[src/rtl/picosoc_timer.sv]
// Down-counting timer with prescaler, free-running cycle counter and level IRQ on the PicoSoC iomem bus.
// Latency: one cycle; iomem_ready and iomem_rdata are registered and valid the cycle after the request edge.
// Backpressure: none; one access per two cycles, and a request held high during the ack cycle is not re-accepted.
//
// Ports:
//   clk, reset             : CPU clock, synchronous active-high reset
//   iomem_valid/wstrb/addr : request (already address-decoded), byte strobes (0 = read), word offset in addr[4:2]
//   iomem_wdata            : write data
//   iomem_rdata/ready      : read data and one-cycle completion pulse
//   irq_o                  : level interrupt, PENDING & IRQ_EN
module picosoc_timer #(
    parameter logic [15:0] PRESCALE_RESET = 16'd0
) (
    input  logic        clk,
    input  logic        reset,
    input  logic        iomem_valid,
    input  logic [3:0]  iomem_wstrb,
    input  logic [31:0] iomem_addr,
    input  logic [31:0] iomem_wdata,
    output logic [31:0] iomem_rdata,
    output logic        iomem_ready,
    output logic        irq_o
);

    localparam logic [2:0] REG_CTRL     = 3'd0;
    localparam logic [2:0] REG_LOAD     = 3'd1;
    localparam logic [2:0] REG_COUNT    = 3'd2;
    localparam logic [2:0] REG_STATUS   = 3'd3;
    localparam logic [2:0] REG_PRESCALE = 3'd4;
    localparam logic [2:0] REG_CYCLES   = 3'd5;

    typedef enum logic {
        S_IDLE = 1'b0,
        S_ACK  = 1'b1
    } bus_state_t;

    bus_state_t  state_q;
    bus_state_t  state_d;
    logic        do_access;

    logic        ctrl_en_q;
    logic        ctrl_periodic_q;
    logic        ctrl_irq_en_q;
    logic [31:0] load_q;
    logic [31:0] count_q;
    logic        pending_q;
    logic [15:0] prescale_q;
    logic [15:0] pcnt_q;
    logic [31:0] cycles_q;
    logic [31:0] rdata_q;

    logic [2:0]  reg_sel;
    logic        do_write;
    logic [31:0] wmask;
    logic        wr_ctrl;
    logic        wr_load;
    logic        wr_count;
    logic        wr_prescale;
    logic        clr_pending;
    logic        en_rise;
    logic        tick;
    logic        expire;
    logic [31:0] load_wr_val;
    logic [31:0] count_wr_val;
    logic [15:0] prescale_wr_val;
    logic [31:0] rd_mux;

    // Only the word offset is decoded; the SoC decoder has already qualified the rest.
    logic unused_addr_bits;
    assign unused_addr_bits = ^{iomem_addr[31:5], iomem_addr[1:0]};

    // Bus FSM: accept in IDLE, spend exactly one cycle in ACK, so ready can never
    // be high on two consecutive cycles even if valid stays asserted.
    always_ff @(posedge clk) begin
        if (reset) begin
            state_q <= S_IDLE;
        end else begin
            state_q <= state_d;
        end
    end

    always_comb begin
        state_d   = state_q;
        do_access = 1'b0;
        case (state_q)
            S_IDLE: begin
                if (iomem_valid) begin
                    do_access = 1'b1;
                    state_d   = S_ACK;
                end
            end
            S_ACK:   state_d = S_IDLE;
            default: state_d = S_IDLE;
        endcase
    end

    assign iomem_ready = (state_q == S_ACK);
    assign iomem_rdata = rdata_q;
    assign irq_o       = pending_q & ctrl_irq_en_q;

    // Write decode and byte-strobe merge.
    assign reg_sel  = iomem_addr[4:2];
    assign do_write = do_access && (iomem_wstrb != 4'b0000);
    assign wmask    = {{8{iomem_wstrb[3]}}, {8{iomem_wstrb[2]}},
                       {8{iomem_wstrb[1]}}, {8{iomem_wstrb[0]}}};

    assign wr_ctrl     = do_write && (reg_sel == REG_CTRL) && iomem_wstrb[0];
    assign wr_load     = do_write && (reg_sel == REG_LOAD);
    assign wr_count    = do_write && (reg_sel == REG_COUNT);
    assign wr_prescale = do_write && (reg_sel == REG_PRESCALE) && (iomem_wstrb[1:0] != 2'b00);
    assign clr_pending = do_write && (reg_sel == REG_STATUS) && iomem_wstrb[0] && iomem_wdata[0];

    assign load_wr_val     = (load_q & ~wmask) | (iomem_wdata & wmask);
    assign count_wr_val    = (count_q & ~wmask) | (iomem_wdata & wmask);
    assign prescale_wr_val = (prescale_q & ~wmask[15:0]) | (iomem_wdata[15:0] & wmask[15:0]);

    // A fresh enable restarts the prescale phase so the first tick is a full period away.
    assign en_rise = wr_ctrl && iomem_wdata[0] && !ctrl_en_q;

    // If PRESCALE is lowered below the running pcnt, pcnt wraps through 16 bits
    // before it matches again; firmware reprograms PRESCALE with EN=0.
    assign tick   = ctrl_en_q && (pcnt_q == prescale_q);
    assign expire = tick && (count_q == 32'd0);

    always_comb begin
        rd_mux = 32'd0;
        case (reg_sel)
            REG_CTRL:     rd_mux = {29'd0, ctrl_irq_en_q, ctrl_periodic_q, ctrl_en_q};
            REG_LOAD:     rd_mux = load_q;
            REG_COUNT:    rd_mux = count_q;
            REG_STATUS:   rd_mux = {31'd0, pending_q};
            REG_PRESCALE: rd_mux = {16'd0, prescale_q};
            REG_CYCLES:   rd_mux = cycles_q;
            default:      rd_mux = 32'd0;
        endcase
    end

    always_ff @(posedge clk) begin
        if (reset) begin
            ctrl_en_q       <= 1'b0;
            ctrl_periodic_q <= 1'b0;
            ctrl_irq_en_q   <= 1'b0;
            load_q          <= 32'd0;
            count_q         <= 32'd0;
            pending_q       <= 1'b0;
            prescale_q      <= PRESCALE_RESET;
            pcnt_q          <= 16'd0;
            cycles_q        <= 32'd0;
            rdata_q         <= 32'd0;
        end else begin
            cycles_q <= cycles_q + 32'd1;

            if (en_rise) begin
                pcnt_q <= 16'd0;
            end else if (ctrl_en_q) begin
                pcnt_q <= tick ? 16'd0 : pcnt_q + 16'd1;
            end

            // An explicit CTRL write takes precedence over the one-shot auto-disable.
            if (wr_ctrl) begin
                ctrl_en_q       <= iomem_wdata[0];
                ctrl_periodic_q <= iomem_wdata[1];
                ctrl_irq_en_q   <= iomem_wdata[2];
            end else if (expire && !ctrl_periodic_q) begin
                ctrl_en_q <= 1'b0;
            end

            if (wr_load) begin
                load_q <= load_wr_val;
            end

            // A firmware COUNT write beats the tick; reload reads the pre-write LOAD.
            if (wr_count) begin
                count_q <= count_wr_val;
            end else if (tick) begin
                if (count_q != 32'd0) begin
                    count_q <= count_q - 32'd1;
                end else if (ctrl_periodic_q) begin
                    count_q <= load_q;
                end
            end

            // Expiry beats a simultaneous W1C so no timeout is ever lost.
            if (expire) begin
                pending_q <= 1'b1;
            end else if (clr_pending) begin
                pending_q <= 1'b0;
            end

            if (wr_prescale) begin
                prescale_q <= prescale_wr_val;
            end

            rdata_q <= do_access ? rd_mux : 32'd0;
        end
    end

endmodule
[config.mk]
export PLATFORM = sky130hd
export DESIGN_NAME = picosoc_timer
export DESIGN_NICKNAME = d
export VERILOG_FILES = /design/src/rtl/picosoc_timer.sv
export SDC_FILE = /design/constraint.sdc
export NUM_CORES = 1
export LEC_CHECK = 0
export BUFFER_PORTS_ARGS = -buffer_cell sky130_fd_sc_hd__buf_4
export CAP_MARGIN = 20
export CORE_ASPECT_RATIO = 0.7
export CORE_UTILIZATION = 53
export DETAILED_ROUTE_END_ITERATION = 16
export PLACE_DENSITY = 0.85
export REMOVE_ABC_BUFFERS = 1
export SYNTH_ARGS = -nofsm -noshare
export SYNTH_HDL_FRONTEND = slang
export SYNTH_SLANG_ARGS = --single-unit
[constraint.sdc]
create_clock -name clk -period 2.4 [get_ports clk]
set_clock_uncertainty 0.05 [all_clocks]
set_input_delay 0.48 -clock clk [delete_from_list [all_inputs] [get_ports clk]]
set_output_delay 0.48 -clock clk [all_outputs]
set_load 0.02 [all_outputs]
# After elaboration in Yosys (flattened, before gate mapping)
# Cells that the tools add are included.
classes:
  bitwise_logic: 13
  eq_ne: 6
  n_reduce_logical: 29
  muxes: 13
  add_sub_neg: 3
ops:
  columns: ["operator", "n"]
  rows:
  - ["$pmux W32 S6", 1]
  - ["$mux W32", 4]
  - ["$and A32 B32 Y32", 3]
  - ["$or A32 B32 Y32", 2]
  - ["$add A32 B1 Y32 const B", 1]
  - ["$and A16 B16 Y16", 2]
  - ["$logic_not A32 Y1", 1]
  - ["$not A32 Y32", 1]
  - ["$reduce_bool A32 Y1", 1]
  - ["$sub A32 B1 Y32 const B", 1]
  - ["$add A16 B1 Y16 const B", 1]
  - ["$eq A16 B16 Y1", 1]
  - ["$mux W16", 1]
  - ["$not A16 Y16", 1]
  - ["$or A16 B16 Y16", 1]
  - ["$logic_and A1 B1 Y1", 15]
  - ["$reduce_bool A2 Y1", 4]
  - ["$eq A3 B2 Y1 const B", 2]
  - ["$eq A3 B3 Y1 const B", 2]
  - ["$mux W1", 6]
  - ["$reduce_bool A4 Y1", 1]
  - ["$reduce_or A2 Y1", 2]
  - ["$eq A3 B1 Y1 const B", 1]
  - ["$logic_not A3 Y1", 1]
  - ["other kinds (6)", 8]
totals:
  in_bits: 71
  ff_bits: 165
  out_inout_bits: 34
  elab_cells: 75

# Depth between registers and ports, before layout
# Gate-level depths: netlist of the first run.
depth:
  word_depth: 8
  mapped_depth: 11
  mapped_depth_nobuf: 8

# Worst setup path after synthesis of the first run
# No wires, ideal clock.
synth_timing:
  kind: "register to register"
  start: "register with a tool-made name"
  end: "register with a tool-made name"
  n_path_buf: 4
  arrival_time_ns: 2.244
  path_stages_with_launch: 10
  setup_time_ns: 0.132
  slack_ns: -0.026
  cell_sequence: "dfxtp_1 or4_1 buf_2 or3_1 buf_2 o211a_1 buf_6 clkbuf_1 nor3_1 nor3_1"

==> metrics.cfg, run 1 <==
[timing]
grt_setup_unrepaired=yes
finalSetupViolations=19
fmax_ghz=0.4015
hold_violations=0
fin_crit_sh_pct=103.8
holdWs_ns=0.2639
tightest_slew_ns=0.4754
fin_ws_ns=-0.09082
tns_ns=-0.6635
slew-limit-headroom_pct=68.13
finalCriticalPeriod_ns=2.491
slew_violations=0

[cts]
htreeDepth=4
clk_latency_ns=0.43
cts-buffers-inserted=17
cts_root_buf=clkbuf_16
cts.clk_slew.worst_paths_ns=0.06
cts_tree=yes
postCtsHoldBufs=0
cts_sinks=165
clk_path_buf_depth=2

[floorplan]
io_pins=105
rows=37
dieArea_um2=16220
initial_core_util_pct=55.50
core-area_um2=15000
chipWidth_um=151.8
chipHeight_um=106.9

[global_route]
grt_pass1_wl_um=42110
grt_pass1_vias=8014
grt_overflow_total=0
grt_max_degree=62
antenna_found_initial=0
grtUsageTotal_pct=33.90

[finish]
antenna_cells=0
fill_cells=1124
drive_gt1_share_pct=24.81
nets=1250
synthToLayoutAreaGrowth_pct=27.85
fin_cells=1380
finalInstanceArea_um2=10640

[place]
dp_hpwl_um=18560
post_dp_cell_area_um2=9704
dp.cells=1347
gp_congestion=0.9480
placement.io_buffers=75

[status]
outcome=complete, but fails checks
violations=negative setup slack

[yosys]
post_synth_num_cell_types=58
ys_seq_elements=165
synthCells=1040
syn_avg_cell_area_um2=8.004
synth_seq_area_share_pct=39.68
yosys_warnings=0
synth_area_um2=8324
synth_top_flop_cell=dfxtp_1
synth_edf_count=0
synthArstFlopShare_pct=0

[critical_path]
reg2reg_slack_ns=-0.09
critPathMaxFanout=5
crit_type=reg -> reg
critical_path.endpoint_type=register
reg2reg_depth=10
crit_arrival_ns=2.78
startpoint_type=register
crit_required_ns=2.69

[power]
leakage_uw=0.004155
p_per_area_nw_per_um2=645.7
ir_worst_vdd_v=0.0004392

[worst_hold_path]
whs_path_depth=3
hold_path_class=in -> reg
hp-start=iomem_wdata[6]

[drt]
drt_iter0_markers=1453
wl_um=28030
wl_per_cell_um=20.31
drc=0
dr.pass1.iters=7
antenna_left=0
viasPerCell=6.437
routed-via-count=8883

[run]
cap_violations=0

## worst max path at each step
stage / start / endpoint / slack [ns] / cells past startpoint
after floorplan: iomem_addr[4] / register / -0.93 / 6
after global placement: iomem_wstrb[0] / register / -0.20 / 8
after detailed placement: register / register / -0.32 / 10
after CTS: register / register / -0.02 / 7
after global routing: register / register / -0.15 / 10
final: register / register / -0.09 / 10
## where the power goes
part	internal [uW]	switching (uW)	total (uW)
Sequential	2770	28.2	2800
Combinational	619	824	1440
Clock	1490	1140	2630
Total	4880	1990	6870
## logic make-up (layout without fill, tap and decap cells)
| logic type | count (synthesis) | count (layout) | synth area share [%] |
|---|---|---|---|
| simple gates | 465 | 465 | 26.24 |
| flops | 165 | 165 | 39.68 |
| mux | 37 | 37 | 4.660 |
| buf+inv | 92 | 236 | 4.584 |
| compound gates | 199 | 200 | 16.02 |
| xor+xnor | 78 | 78 | 8.207 |
| fa+ha+maj | 4 | 4 | 0.6013 |
## Yosys cell counts, types with 5 or more instances
| cell | number | area [um2] |
|---|---|---|
| nor4_1 | 8 | 50.05 |
| a22oi_1 | 31 | 232.7 |
| or3_1 | 11 | 68.82 |
| a21oi_1 | 71 | 355.3 |
| and2_1 | 8 | 50.05 |
| mux2_2 | 14 | 157.7 |
| nand2_1 | 77 | 289.0 |
| clkbuf_1 | 57 | 214.0 |
| a221oi_1 | 9 | 78.83 |
| o32a_1 | 9 | 90.09 |
| o221ai_1 | 6 | 52.55 |
| buf_2 | 8 | 40.04 |
| inv_1 | 19 | 71.32 |
| xnor2_1 | 47 | 411.6 |
| nand3_1 | 56 | 280.3 |
| nand4_1 | 22 | 137.6 |
| dfxtp_1 | 165 | 3303 |
| mux2i_1 | 23 | 230.2 |
| a211oi_1 | 8 | 60.06 |
| o21ai_0 | 28 | 140.1 |
| xor2_1 | 31 | 271.5 |
| nor3_1 | 55 | 275.3 |
| o211ai_1 | 5 | 37.54 |
| or4_1 | 7 | 52.55 |
| nor2b_1 | 9 | 56.30 |
| and3_1 | 13 | 81.33 |
| nor2_1 | 176 | 660.6 |
## what timing repair did
action	4_1_cts	5_1_grt
setup endpoints to repair	32	33
gates resized for setup	19	52
setup buffers	0	2
gates cloned	0	2
pin swaps	2	6
## placed cells by master (no fill, tap or decap), types with 19 or more instances in the layout
master,instances
dfxtp_1,163
xor2_1,31
nor3_2,20
mux2i_1,23
nand2_1,77
nor3_1,36
buf_4,173
nand3_1,56
nand4_1,22
o21ai_0,28
a22oi_1,31
a21oi_1,70
inv_1,19
xnor2_1,47
nor2_1,173
## through the flow
step | power [uW] | setup WS, ns | utilization [%]
finish | 6872 | -0.09082 | 70.95
global route | 7068 | -0.1464 | 70.95
CTS | 6677 | -0.02234 | 68.99
detailed placement | 4063 | -0.3220 | 64.70
global placement | 4035 | -0.1996 | 64.70
floorplan | 3489 | -0.9312 | -
## metal layers
metal / GRT usage [%] / wire (um) / up-vias
met5: 0 / 0 / -
met3: 8.596 / 3875 / 101
met4: 11.60 / 866 / 0
met1: 49.14 / 11310 / 4142
li1: - / - / 3943
met2: 48.21 / 11980 / 697
## layout make-up
cell class / instances / area, um2 / area share [%]
clock buffers: 21 / 470.5 / 4.420
clock inverters: 8 / 78.83 / 0.7407
inverters: 19 / 71.32 / 0.6701
multi-input cells: 784 / 4943 / 46.45
flip-flops and latches: 165 / 3306 / 31.06
well taps: 195 / 244.0 / 2.293
repair buffers: 188 / 1529 / 14.37
## worst max-delay path, stage by stage, from the launching register on
cell and delay (ns):
dfxtp_2 0.32, inv_1 0.07, ha_1 0.16, nor4b_4 0.23, buf_4 0.16, nand4_1 0.13, or3_4 0.41, o211a_4 0.32
buf_6 0.15, o32a_1 0.18, a211oi_2 0.22
Power figures use the tool's default switching activity.
==> inputs of run 2 (changes only) <==
ABC_AREA = 1   (was not set)
CORE_UTILIZATION = 54   (was 53)
==> run 2 against run 1 <==
  * The run now ends clean
  * Clock power grew 17%
  * Worst setup slack improved by 0.32 ns
  * Combinational power grew 65%
  * Maximum frequency rose by 15%
  * Critical path depth did not move
  * Flip-flop and latch count stayed put
  * Largest cell class unchanged
==> metrics.cfg, run 2 <==
[yosys]
synth_seq_area_share_pct=35.73  ; was 39.68%
ys_seq_elements=165  ; unchanged
syn_avg_cell_area_um2=6.302  ; was 8.004 um2
synth_top_flop_cell=dfxtp_1  ; unchanged
synth_edf_count=0  ; unchanged
synth.area.top_cells=dfxtp_1 (36%), nand2_1 (16%), nor2_1 (11%)  ; was dfxtp_1 (40%), nor2_1 (7.9%), xnor2_1 (4.9%)
synthArstFlopShare_pct=0  ; unchanged
yosys_warnings=0  ; unchanged
synth_common_cells=nand2_1 (387), nor2_1 (260), inv_1 (192), dfxtp_1 (165), nand3_1 (77)  ; was nor2_1 (176), dfxtp_1 (165), nand2_1 (77), a21oi_1 (71), clkbuf_1 (57)
synth_area_leader_cell=dfxtp_1  ; unchanged
synthCells=1467  ; was 1040
netlist.area_leader.share_pct=35.73  ; was 39.68%
synth.most_common_cell=nand2_1  ; was nor2_1
post_synth_num_cell_types=40  ; was 58
synth_area_um2=9245  ; was 8324 um2

[drt]
wl_per_cell_um=16.41  ; was 20.31 um
wl_um=29240  ; was 28030 um
drt_iter0_markers=1169  ; was 1453
dr.pass1.iters=6  ; was 7
viasPerCell=5.640  ; was 6.437
routed-via-count=10050  ; was 8883
antenna_left=0  ; unchanged
drc=0  ; unchanged

[place]
dp_hpwl_um=21970  ; was 18560 um
dpl_worst_slack_ns=0.2028  ; was -0.3220 ns
post_dp_cell_area_um2=10060  ; was 9704 um2
gp_congestion=0.9736  ; was 0.9480
placement.io_buffers=75  ; unchanged

[floorplan]
chipWidth_um=158.4  ; was 151.8 um
rows=39  ; was 37
initial_core_util_pct=55.89  ; was 55.50%
chipHeight_um=111.5  ; was 106.9 um
dieArea_um2=17660  ; was 16220 um2
io_pins=105  ; unchanged
core-area_um2=16540  ; was 15000 um2

[power]
p_per_area_nw_per_um2=774.3  ; was 645.7 nW/um2
ir_worst_vdd_v=0.0004597  ; was 0.0004392 V
total_power_uw=8303  ; was 6872 uW
leakage_uw=0.004905  ; was 0.004155 uW

[finish]
finalInstanceArea_um2=10720  ; was 10640 um2
layout_commonest_cell=nand2_1
antenna_cells=0  ; unchanged
regArea_um2=3303  ; was 3306 um2
layout_common_cells=nand2_1 (387), nor2_1 (260), inv_1 (191)  ; was nor2_1 (173), buf_4 (173), dfxtp_1 (163)
fill_cells=1479  ; was 1124
multi_input_area_um2=4956  ; was 4943 um2
nets=1619  ; was 1250
synthToLayoutAreaGrowth_pct=15.98  ; was 27.85%
drive_gt1_share_pct=10.47  ; was 24.81%

[critical_path]
cpMaxStageDelayCell=dfxtp_1  ; was or3_4
path_common_cell=nand2_1
crit_required_ns=2.68  ; was 2.69 ns
startpoint_type=register  ; unchanged
reg2reg_depth=10  ; unchanged
crit_arrival_ns=2.45  ; was 2.78 ns
slowest_delay_ns=0.37  ; was 0.41 ns
critPathMaxFanout=13  ; was 5
worstPathBufferInverterCount=0  ; was 3
cpLargestDelayFamily=simple AND/OR/NAND/NOR gates  ; unchanged
reg2reg_slack_ns=0.23  ; was -0.09 ns
critical_path.endpoint_type=register  ; unchanged
crit_type=reg -> reg  ; unchanged
path_cells=nor2_1, nand2_1, nor2_2, nand2_1, nor2_4, nand3_4, nand3_2, nand2_1, nand2_1, nor2_1  ; was inv_1, ha_1, nor4b_4, buf_4, nand4_1, or3_4, o211a_4, buf_6, o32a_1, a211oi_2

[cts]
htreeDepth=4  ; unchanged
clk_path_buf_depth=2  ; unchanged
cts_sinks=165  ; unchanged
cts_tree=yes  ; unchanged
clk_latency_ns=0.43  ; about the same
cts.clk_slew.worst_paths_ns=0.07  ; was 0.06 ns
cts_root_buf=clkbuf_16  ; unchanged
cts_setup_buffers=0  ; unchanged
cts-buffers-inserted=17  ; unchanged

[worst_hold_path]
hp-start=iomem_wdata[0]  ; was iomem_wdata[6]
whs_path_depth=3  ; unchanged
whs_endpoint=ctrl_en_q
hold_path_class=in -> reg  ; unchanged

[run]
cap_violations=0  ; unchanged

[timing]
hold_violations=0  ; unchanged
finalCriticalPeriod_ns=2.173  ; was 2.491 ns
grt_setup_unrepaired=no  ; was yes
holdWs_ns=0.2737  ; was 0.2639 ns
fin_crit_sh_pct=90.53  ; was 103.8%
slew-limit-headroom_pct=52.31  ; was 68.13%
tightest_slew_ns=0.7154  ; was 0.4754 ns
tns_ns=0  ; was -0.6635 ns
fin_ws_ns=0.2274  ; was -0.09082 ns
finalSetupViolations=0  ; was 19
slew_violations=0  ; unchanged
fmax_ghz=0.4603  ; was 0.4015 GHz

[status]
outcome=finished, final reports clean  ; was complete, but fails checks

[global_route]
grtUsageTotal_pct=34.34  ; was 33.90%
grt_overflow_total=0  ; unchanged
grt_pass1_vias=8917  ; was 8014
antenna_found_initial=0  ; unchanged
grt_max_degree=65  ; was 62
grt_pass1_wl_um=46520  ; was 42110 um

run 2: cell types whose count changed after synthesis, sizes merged, moves of 16 or more:
cell,change
a211oi,+16
a22oi,-29
clkbuf,-36
inv,+182
mux2i,-23
nand2,+312
nand3,+28
nor2,+92
nor3,-22
o21ai,+41
o22ai,+32
xnor2,-47
run 2: area by class of cell:
type | count | area share, %
well taps | 225 | 2.625
clock inverters | 9 | 1.529
inverters | 201 | 7.036
flip-flops and latches | 165 | 30.81
clock buffers | 23 | 4.644
repair buffers | 102 | 7.141
multi-input cells | 1057 | 46.22
run 2: cells by family after synthesis:
| logic type | after synthesis | share of synthesized area [%] |
|---|---|---|
| AO/OA/AOI/OAI | 219 | 13.76 |
| XOR/XNOR | 20 | 1.895 |
| adder cells (fa/ha/maj) | 4 | 0.5414 |
| buffers and inverters | 245 | 10.72 |
| flip-flops | 165 | 35.73 |
| AND/OR/NAND/NOR | 814 | 37.35 |
run 2: metal layers:
metal	routed length (um)	part of all wire (%)	global-route usage (%)
met4	503	1.7	9.167
met1	12560	43	49.56
met3	4318	15	12.61
met5	0	0	0
met2	11850	41	47.43
run 2: repair_timing:
action                                  in CTS  in global routing
endpoints found under the hold margin        0                  0
resized for setup                            0                  1
hold buffers                                 0                  0
endpoints found under the setup margin       0                  2
run 2: worst max path at each step:
stage	slack, ns	cells after the start	to	startpoint
final	0.23	10	register	register
after CTS	0.29	8	cycles_q[27]	cycles_q[2]
after detailed placement	0.20	10	register	iomem_wstrb[0]
after floorplan	0.23	10	register	iomem_addr[2]
after global placement	0.26	10	register	iomem_wstrb[0]
after global routing	0.03	8	cycles_q[27]	cycles_q[2]
run 2: where the power goes:
part	total [uW]	switching (uW)	internal (uW)	leakage (uW)
Sequential	2850	53.2	2790	0.00133
Combinational	2370	1580	790	0.00325
Clock	3090	1190	1900	0.000318
Total	8300	2820	5480	0.00490
run 2: worst register-to-register path, stage by stage (launching register included):
cell and delay (ns):
dfxtp_1 0.37, nor2_1 0.26, nand2_1 0.14, nor2_2 0.24, nand2_1 0.15, nor2_4 0.22
nand3_4 0.17, nand3_2 0.27, nand2_1 0.10, nand2_1 0.07, nor2_1 0.05
run 2: stage by stage:
stage	std cells	utilization [%]
final	1782	64.82
after global routing	1782	64.82
after CTS	1782	64.79
after detailed placement	1750	60.79
after global placement	1750	60.79
after floorplan	1423	-
